**config.mk**
```make
export PLATFORM = sky130hd
export DESIGN_NAME = input_debouncer
export DESIGN_NICKNAME = d
export VERILOG_FILES = /design/src/rtl/input_debouncer.sv
export SDC_FILE = /design/constraint.sdc
export NUM_CORES = 1
export LEC_CHECK = 0
export ABC_CLOCK_PERIOD_IN_PS = 1550
export CAP_MARGIN = 20
export CORE_AREA = 3 3 40 42
export CTS_CLUSTER_DIAMETER = 150
export DETAILED_ROUTE_END_ITERATION = 6
export DIE_AREA = 0 0 43 45
export PLACE_DENSITY = 0.44
export SLEW_MARGIN = 15
export SYNTH_ARGS = -nofsm -noshare
export SYNTH_HDL_FRONTEND = slang
export SYNTH_SLANG_ARGS = --single-unit
```
**constraint.sdc**
```tcl
create_clock -name clk -period 1.55 [get_ports clk]
set_input_delay 0.2325 -clock clk [delete_from_list [all_inputs] [get_ports clk]]
set_output_delay 0.2325 -clock clk [all_outputs]
set_load 0.03 [all_outputs]
```
**src/rtl/input_debouncer.sv**
```systemverilog
// -----------------------------------------------------------------------------
// input_debouncer
//
// Purpose:
//   Debounces a raw asynchronous input. The input passes through a two-flop
//   synchronizer. A four-state FSM then accepts a new level only after it has
//   held for STABLE_CYCLES consecutive synchronized samples. When the level is
//   accepted, the FSM emits a one-cycle rise or fall pulse.
//
// Parameters:
//   STABLE_CYCLES  consecutive samples a new level must hold (2..255)
//
// Ports:
//   clk    in   single clock, rising edge
//   reset  in   asynchronous, active-high reset
//   d      in   raw, possibly bouncing input
//   q      out  debounced level (registered)
//   rise   out  one-cycle pulse when q goes 0->1 (registered)
//   fall   out  one-cycle pulse when q goes 1->0 (registered)
//   busy   out  high while a candidate level change is being qualified
// -----------------------------------------------------------------------------
module input_debouncer #(
   parameter int unsigned STABLE_CYCLES = 4
) (
   input  logic clk,
   input  logic reset,
   input  logic d,
   output logic q,
   output logic rise,
   output logic fall,
   output logic busy
);

   localparam int unsigned CntW = $clog2(STABLE_CYCLES);
   localparam logic [CntW-1:0] CntLast = CntW'(STABLE_CYCLES - 1);

   typedef enum logic [1:0] {
      StStableLo,
      StWaitHi,
      StStableHi,
      StWaitLo
   } state_e;

   logic            r_s1;
   logic            r_s2;
   state_e          r_state;
   state_e          w_state_next;
   logic [CntW-1:0] r_cnt;
   logic [CntW-1:0] w_cnt_next;
   logic            r_q;
   logic            w_q_next;
   logic            r_rise;
   logic            w_rise_next;
   logic            r_fall;
   logic            w_fall_next;
   logic            r_busy;
   logic            w_busy_next;

   // Two-flop synchronizer; only r_s2 feeds the FSM.
   always_ff @(posedge clk or posedge reset) begin
      if (reset) begin
         r_s1 <= 1'b0;
         r_s2 <= 1'b0;
      end else begin
         r_s1 <= d;
         r_s2 <= r_s1;
      end
   end

   always_ff @(posedge clk or posedge reset) begin
      if (reset) begin
         r_state <= StStableLo;
         r_cnt   <= '0;
         r_q     <= 1'b0;
         r_rise  <= 1'b0;
         r_fall  <= 1'b0;
         r_busy  <= 1'b0;
      end else begin
         r_state <= w_state_next;
         r_cnt   <= w_cnt_next;
         r_q     <= w_q_next;
         r_rise  <= w_rise_next;
         r_fall  <= w_fall_next;
         r_busy  <= w_busy_next;
      end
   end

   always_comb begin
      w_state_next = r_state;
      w_cnt_next   = r_cnt;
      w_q_next     = r_q;
      w_rise_next  = 1'b0;
      w_fall_next  = 1'b0;

      unique case (r_state)
         StStableLo: begin
            if (r_s2) begin
               w_state_next = StWaitHi;
               w_cnt_next   = '0;
            end
         end
         StWaitHi: begin
            // Abort is checked first so a bounce always wins over terminal count.
            if (!r_s2) begin
               w_state_next = StStableLo;
               w_cnt_next   = '0;
            end else if (r_cnt == CntLast) begin
               w_state_next = StStableHi;
               w_cnt_next   = '0;
               w_q_next     = 1'b1;
               w_rise_next  = 1'b1;
            end else begin
               w_cnt_next = r_cnt + 1'b1;
            end
         end
         StStableHi: begin
            if (!r_s2) begin
               w_state_next = StWaitLo;
               w_cnt_next   = '0;
            end
         end
         StWaitLo: begin
            if (r_s2) begin
               w_state_next = StStableHi;
               w_cnt_next   = '0;
            end else if (r_cnt == CntLast) begin
               w_state_next = StStableLo;
               w_cnt_next   = '0;
               w_q_next     = 1'b0;
               w_fall_next  = 1'b1;
            end else begin
               w_cnt_next = r_cnt + 1'b1;
            end
         end
         default: begin
            w_state_next = StStableLo;
            w_cnt_next   = '0;
         end
      endcase

      // Registered alongside the state so busy tracks the WAIT states cycle-for-cycle.
      w_busy_next = (w_state_next == StWaitHi) || (w_state_next == StWaitLo);
   end

   assign q    = r_q;
   assign rise = r_rise;
   assign fall = r_fall;
   assign busy = r_busy;

endmodule

```
==> reports/metrics.yaml, run 1 <==
clk_pin_slew_ns: 0.06
period_minus_slack_ns: 1.48
drt_wl_total_um: 557
grt_pass1_vias: 227
power.density_mw_per_mm2: 1170
fin_crit_sh_pct: 95.5
switchingPower_mw: 0.144
p_clk_share_pct: 33.4
ys_ff_latch: 9
vias_per_cell: 4.60
worstPathCellList: "clkdlybuf4s50_1"
ys_warn_count: 0
reg2reg_setup_slack_ns: 0.46
rsz0062_at_grt: "no"
power_frac_seq_pct: 51.2
synth_cells: 30
setup_violations: 0
ir_drop_uv: 463
synth_cell_type_count: 13
die-width_um: 43
clock-root-buffer: "clkbuf_4"
dp_hpwl_um: 427
drive_gt1_share_pct: 7.50
io_buffer_count: 6
core_area_mm2: 0.00128
hold_violations: 0
cts_resized: 1
syn2layout_area_growth_pct: 30.5
die_area_mm2: 0.00194
rows: 13
status: "finished, final reports clean"
routed-via-count: 253
cts_buffers: 3
diodes: 0
grt_antenna_before_repair: 0
maxCapViolCount: 0
syn_area_um2: 349
crit_type: "flop to output port"
grtUsageTotal_pct: 7.08
p_int_mw: 0.390
synth_seq_area_share_pct: 64.5
grt_max_degree: 10
drtIter0Drc: 3
fmax_ghz: 0.676
cts_buffer_depth: 2
ioPinCount: 7
cts_tree: "built"
synthesis.nets: 35
fin_cells: 55
tns_ns: 0
cp.required_ns: 1.32
route.detailed.drc: 0
antenna_left: 0
slowest_delay_ns: 0.67
fin_skew_ns: 0.000191
dp_cells: 51
critical-path-top-delay-family: "buffers and inverters"
cp.arrival_ns: 1.25
gp_congestion: 0.660
avgSynthCellArea_um2: 11.6
place_ws_ns: 0.173
postCtsSetupBuffers: 0
holdBufCountCts: 0
cts.sinks: 9
initial_utilization_pct: 27.2
avgRoutedWirePerCell_um: 10.1
path_buf_inv: 1
crit_fanout: 1
htree_levels: 1
end_kind: "output port"
dieHeight_um: 45
tightestPinTransition_ns: 0.391
power_frac_comb_pct: 15.4
hold_path.class: "primary input to asynchronous set/reset pin"
p_sw_share_pct: 27.0
final_max_slew_viol_count: 0
firstDrtPassIters: 4
crit_slowest_cell: "clkdlybuf4s50_1"
critPathLaunchType: "flop"
clk_latency_ns: 0.26
fillers: 127
p_leak_nw: 0.221
finalCoreUtilization_pct: 35.4
fin_nets: 46
grt_overflow: 0
grt_first_pass_wirelength_um: 931
max_slew_margin_pct: 73.8
finalWorstSetupSlack_ns: 0.0705
[layout by cell type, fill, tap and decap left out, types with 2 or more instances in the layout]
| cell type | Yosys | routed |
|---|---|---|
| a21oi_1 | 3 | 3 |
| nand2_1 | 4 | 4 |
| nand3b_1 | 2 | 2 |
| inv_1 | 2 | 2 |
| clkbuf_4 | 0 | 3 |
| o21ai_0 | 2 | 2 |
| clkdlybuf4s50_1 | 0 | 4 |
| dfrtp_1 | 9 | 9 |
| ha_1 | 2 | 2 |
[final cells by class]
type                            count  area (um^2)  area share [%]
Inverter                            2         7.51            1.65
Sequential cell                     9          225            49.5
Timing Repair Buffer                6         61.3            13.5
Multi-Input combinational cell     19          116            25.5
Clock buffer                        4         26.3            5.77
Tap cell                           15         18.8            4.12
[registers in the layout, indices dropped and copies added, names as in the netlist]
name     flops
r_s1         1
r_state      2
r_s2         1
q            1
fall         1
r_cnt        2
rise         1
[through the flow]
| stage | instance area, um^2 | hold slack [ns] | power (mW) |
|---|---|---|---|
| 3_5_place_dp | 428 | 0.348 | 0.365 |
| 3_3_place_gp | 428 | 0.339 | 0.362 |
| 4_1_cts | 453 | 0.230 | 0.547 |
| 2_1_floorplan | 349 | 0.0604 | 0.326 |
| 6_report | 455 | 0.224 | 0.534 |
| 5_1_grt | 455 | 0.250 | 0.565 |
[worst paths after layout]
| check | endpoint | startpoint | cells past startpoint |
|---|---|---|---|
| max | fall | fall | 1 |
| min | rise | reset | 2 |
| max reg2reg | r_cnt[1] | r_s2 | 2 |
| min reg2reg | r_s2 | r_s1 | 0 |
| max in group asynchronous | r_s1 | reset | 2 |
| min in group clk | r_s2 | r_s1 | 0 |
[cells by family (layout without fill, tap and decap cells)]
family | Yosys count | count (layout) | share of synthesized area, %
buffers and inverters | 2 | 12 | 2.15
adders and majority gates | 2 | 2 | 7.17
AOI/OAI and AO/OA | 7 | 7 | 10.8
DFF | 9 | 9 | 64.5
xor gates and xnor gates | 1 | 1 | 2.51
and+or+nand+nor | 9 | 9 | 12.9
[cells in the mapped netlist (all sizes together)]
| cell | count | area [um^2] |
|---|---|---|
| inv | 2 | 7.51 |
| a21oi | 3 | 15.0 |
| nor2 | 1 | 3.75 |
| nand2 | 4 | 15.0 |
| nand2b | 1 | 6.26 |
| dfrtp | 9 | 225 |
| xnor2 | 1 | 8.76 |
| nand3b | 2 | 15.0 |
| nor3 | 1 | 5.00 |
| o31ai | 1 | 7.51 |
| o21ai | 3 | 15.0 |
| ha | 2 | 25.0 |
[power by group through the flow]
stage	logic (mW)	clock network [mW]	registers, mW
2_1_floorplan	0.0292	0	0.297
3_3_place_gp	0.0858	0	0.276
3_5_place_dp	0.0863	0	0.279
4_1_cts	0.0850	0.187	0.274
5_1_grt	0.0902	0.198	0.276
6_report	0.0822	0.178	0.274
[routing by layer]
| metal | GRT usage (%) | vias to the layer above | routed length, um |
|---|---|---|---|
| li1 | - | 122 | - |
| met5 | 0 | - | 0 |
| met4 | 7.23 | 0 | 13 |
| met3 | 3.59 | 2 | 53 |
| met2 | 10.2 | 10 | 263 |
| met1 | 7.23 | 119 | 226 |
Note: power is estimated with default switching activity, not from simulation.
==> inputs of run 2 (changes only) <==
--- a/config.mk
+++ b/config.mk
@@ -11,7 +11,7 @@
 export CTS_CLUSTER_DIAMETER = 150
 export DETAILED_ROUTE_END_ITERATION = 6
 export DIE_AREA = 0 0 43 45
-export PLACE_DENSITY = 0.44
+export PLACE_DENSITY = 0.51
 export SLEW_MARGIN = 15
 export SYNTH_ARGS = -nofsm -noshare
 export SYNTH_HDL_FRONTEND = slang
==> reports/metrics.yaml, run 2 (same netlist as run 1, synthesis figures left out) <==
status: "finished, final reports clean"
worstPathCellList: "clkdlybuf4s50_1"
setup_violations: 0
diodes: 0
crit_slowest_cell: "clkdlybuf4s50_1"
cp.arrival_ns: 1.27
crit_fanout: 2
fin_cells: 55
grt_overflow: 0
grt_antenna_before_repair: 0
power_frac_seq_pct: 51.5
hold_path.class: "primary input to asynchronous set/reset pin"
final_cell_mix: "9 x dfrtp_1, 5 x clkdlybuf4s50_1, 4 x nand2_1"
reg2reg_depth: 4
fin_nets: 46
holdBufCountCts: 0
critical-path-top-delay-family: "buffers and inverters"
largest_registers: "r_cnt: 2 flops, r_state: 2 flops"
crit_start: "q"
rsz0062_at_grt: "no"
dp_hpwl_um: 402
ioPinCount: 7
p_clk_share_pct: 32.4
power_frac_comb_pct: 16.1
maxCapViolCount: 0
cts_buffers: 3
p_leak_nw: 0.206
max_slew_margin_pct: 76.2
fin_skew_ns: 0.000587
cts.sinks: 9
power.density_mw_per_mm2: 1170
p_int_mw: 0.391
cts_tree: "built"
firstDrtPassIters: 2
dieHeight_um: 45
whs_ns: 0.228
rows: 13
critPathLaunchType: "flop"
routed-via-count: 242
critPathCapture: "q"
final_max_slew_viol_count: 0
core_area_mm2: 0.00128
antenna_left: 0
grtUsageTotal_pct: 6.58
r2r_start: "r_cnt[0]"
route.detailed.drc: 0
tightestPinTransition_ns: 0.354
tns_ns: 0
drive_gt1_share_pct: 7.50
crit_type: "flop to output port"
grt_first_pass_wirelength_um: 869
drtIter0Drc: 4
clk_latency_ns: 0.25
cp.depth: 1
final_common_cell: "dfrtp_1"
die_area_mm2: 0.00194
finalCoreUtilization_pct: 35.2
path_buf_inv: 1
drt_wl_total_um: 516
reg2reg_setup_slack_ns: 0.47
clk_pin_slew_ns: 0.06
io_buffer_count: 6
cts_buffer_depth: 2
period_minus_slack_ns: 1.50
fmax_ghz: 0.666
syn2layout_area_growth_pct: 29.7
grt_max_degree: 10
switchingPower_mw: 0.137
avgRoutedWirePerCell_um: 9.38
rr_endpoint: "q"
vias_per_cell: 4.40
power_mw: 0.529
dp_cells: 51
htree_levels: 1
end_kind: "output port"
hold_violations: 0
ir_drop_uv: 471
grt_pass1_vias: 206
gp_congestion: 0.724
cp.required_ns: 1.32
initial_utilization_pct: 27.2
die-width_um: 43
clock-root-buffer: "clkbuf_4"
slowest_delay_ns: 0.68
p_sw_share_pct: 25.9
fin_crit_sh_pct: 96.9
==> run 2: final cells by class <==
cell class | count | area [um^2]
sequential | 9 | 225
tap | 15 | 18.8
multi-input combinational | 19 | 116
inverter | 2 | 7.51
timing repair buffer | 6 | 58.8
fill | 128 | 832
clock buffer | 4 | 26.3
==> run 2: metal layers <==
metal | vias to the layer above | share of wire, % | global-route usage, %
met5 | - | 0 | 0
met4 | 0 | 1.6 | 7.23
met3 | 2 | 7.6 | 2.79
met2 | 6 | 40 | 8.08
met1 | 112 | 50 | 8.02
li1 | 122 | - | -
==> run 2: power by group through the flow <==
stage	Sequential [mW]	Combinational [mW]	Clock, mW
3_5_place_dp	0.277	0.0878	0
4_1_cts	0.272	0.0866	0.182
5_1_grt	0.275	0.0924	0.193
6_report	0.272	0.0850	0.171
3_3_place_gp	0.276	0.0849	0
2_1_floorplan	0.297	0.0292	0
==> run 2: worst min path at each step <==
stage,from,cells past startpoint,to
finish,reset,2,r_state[1]
global route,reset,2,r_state[1]
floorplan,reset,1,fall
detailed placement,r_s1,0,r_s2
global placement,r_s1,0,r_s2
CTS,reset,2,r_state[1]
==> run 2: worst register-to-register path: stages (launching register included) <==
cell	delay, ns
dfrtp_1	0.39
ha_1	0.17
nand2_1	0.09
o31ai_1	0.19
o21ai_0	0.12
==> run 2: metrics by stage <==
stage	instance area (um^2)	setup WS (ns)
final	453	0.0480
after floorplan	349	0.448
after global routing	453	0.0133
after global placement	428	0.207
after CTS	453	0.0269
after detailed placement	428	0.183
==> run 2: timing repair <==
| item | in CTS | in global routing |
|---|---|---|
| endpoints found under the setup margin | 1 | 0 |
| gates resized for setup | 1 | 0 |
| buffers inserted | 0 | 0 |
==> inputs of run 3 (changes only) <==
==> constraint.sdc (replaced) <==
create_clock -name clk -period 1.55 [get_ports clk]
set_input_delay 0.155 -clock clk [delete_from_list [all_inputs] [get_ports clk]]
set_output_delay 0.155 -clock clk [all_outputs]
set_load 0.03 [all_outputs]
==> results of run 3 <==
The final DEF is identical to that of run 2. Status: finished, final reports clean.
Among the figures that moved: setup slack after placement 0.183 ns -> 0.261 ns; setup slack after layout 0.0480 ns -> 0.125 ns; hold slack 0.228 ns -> 0.150 ns
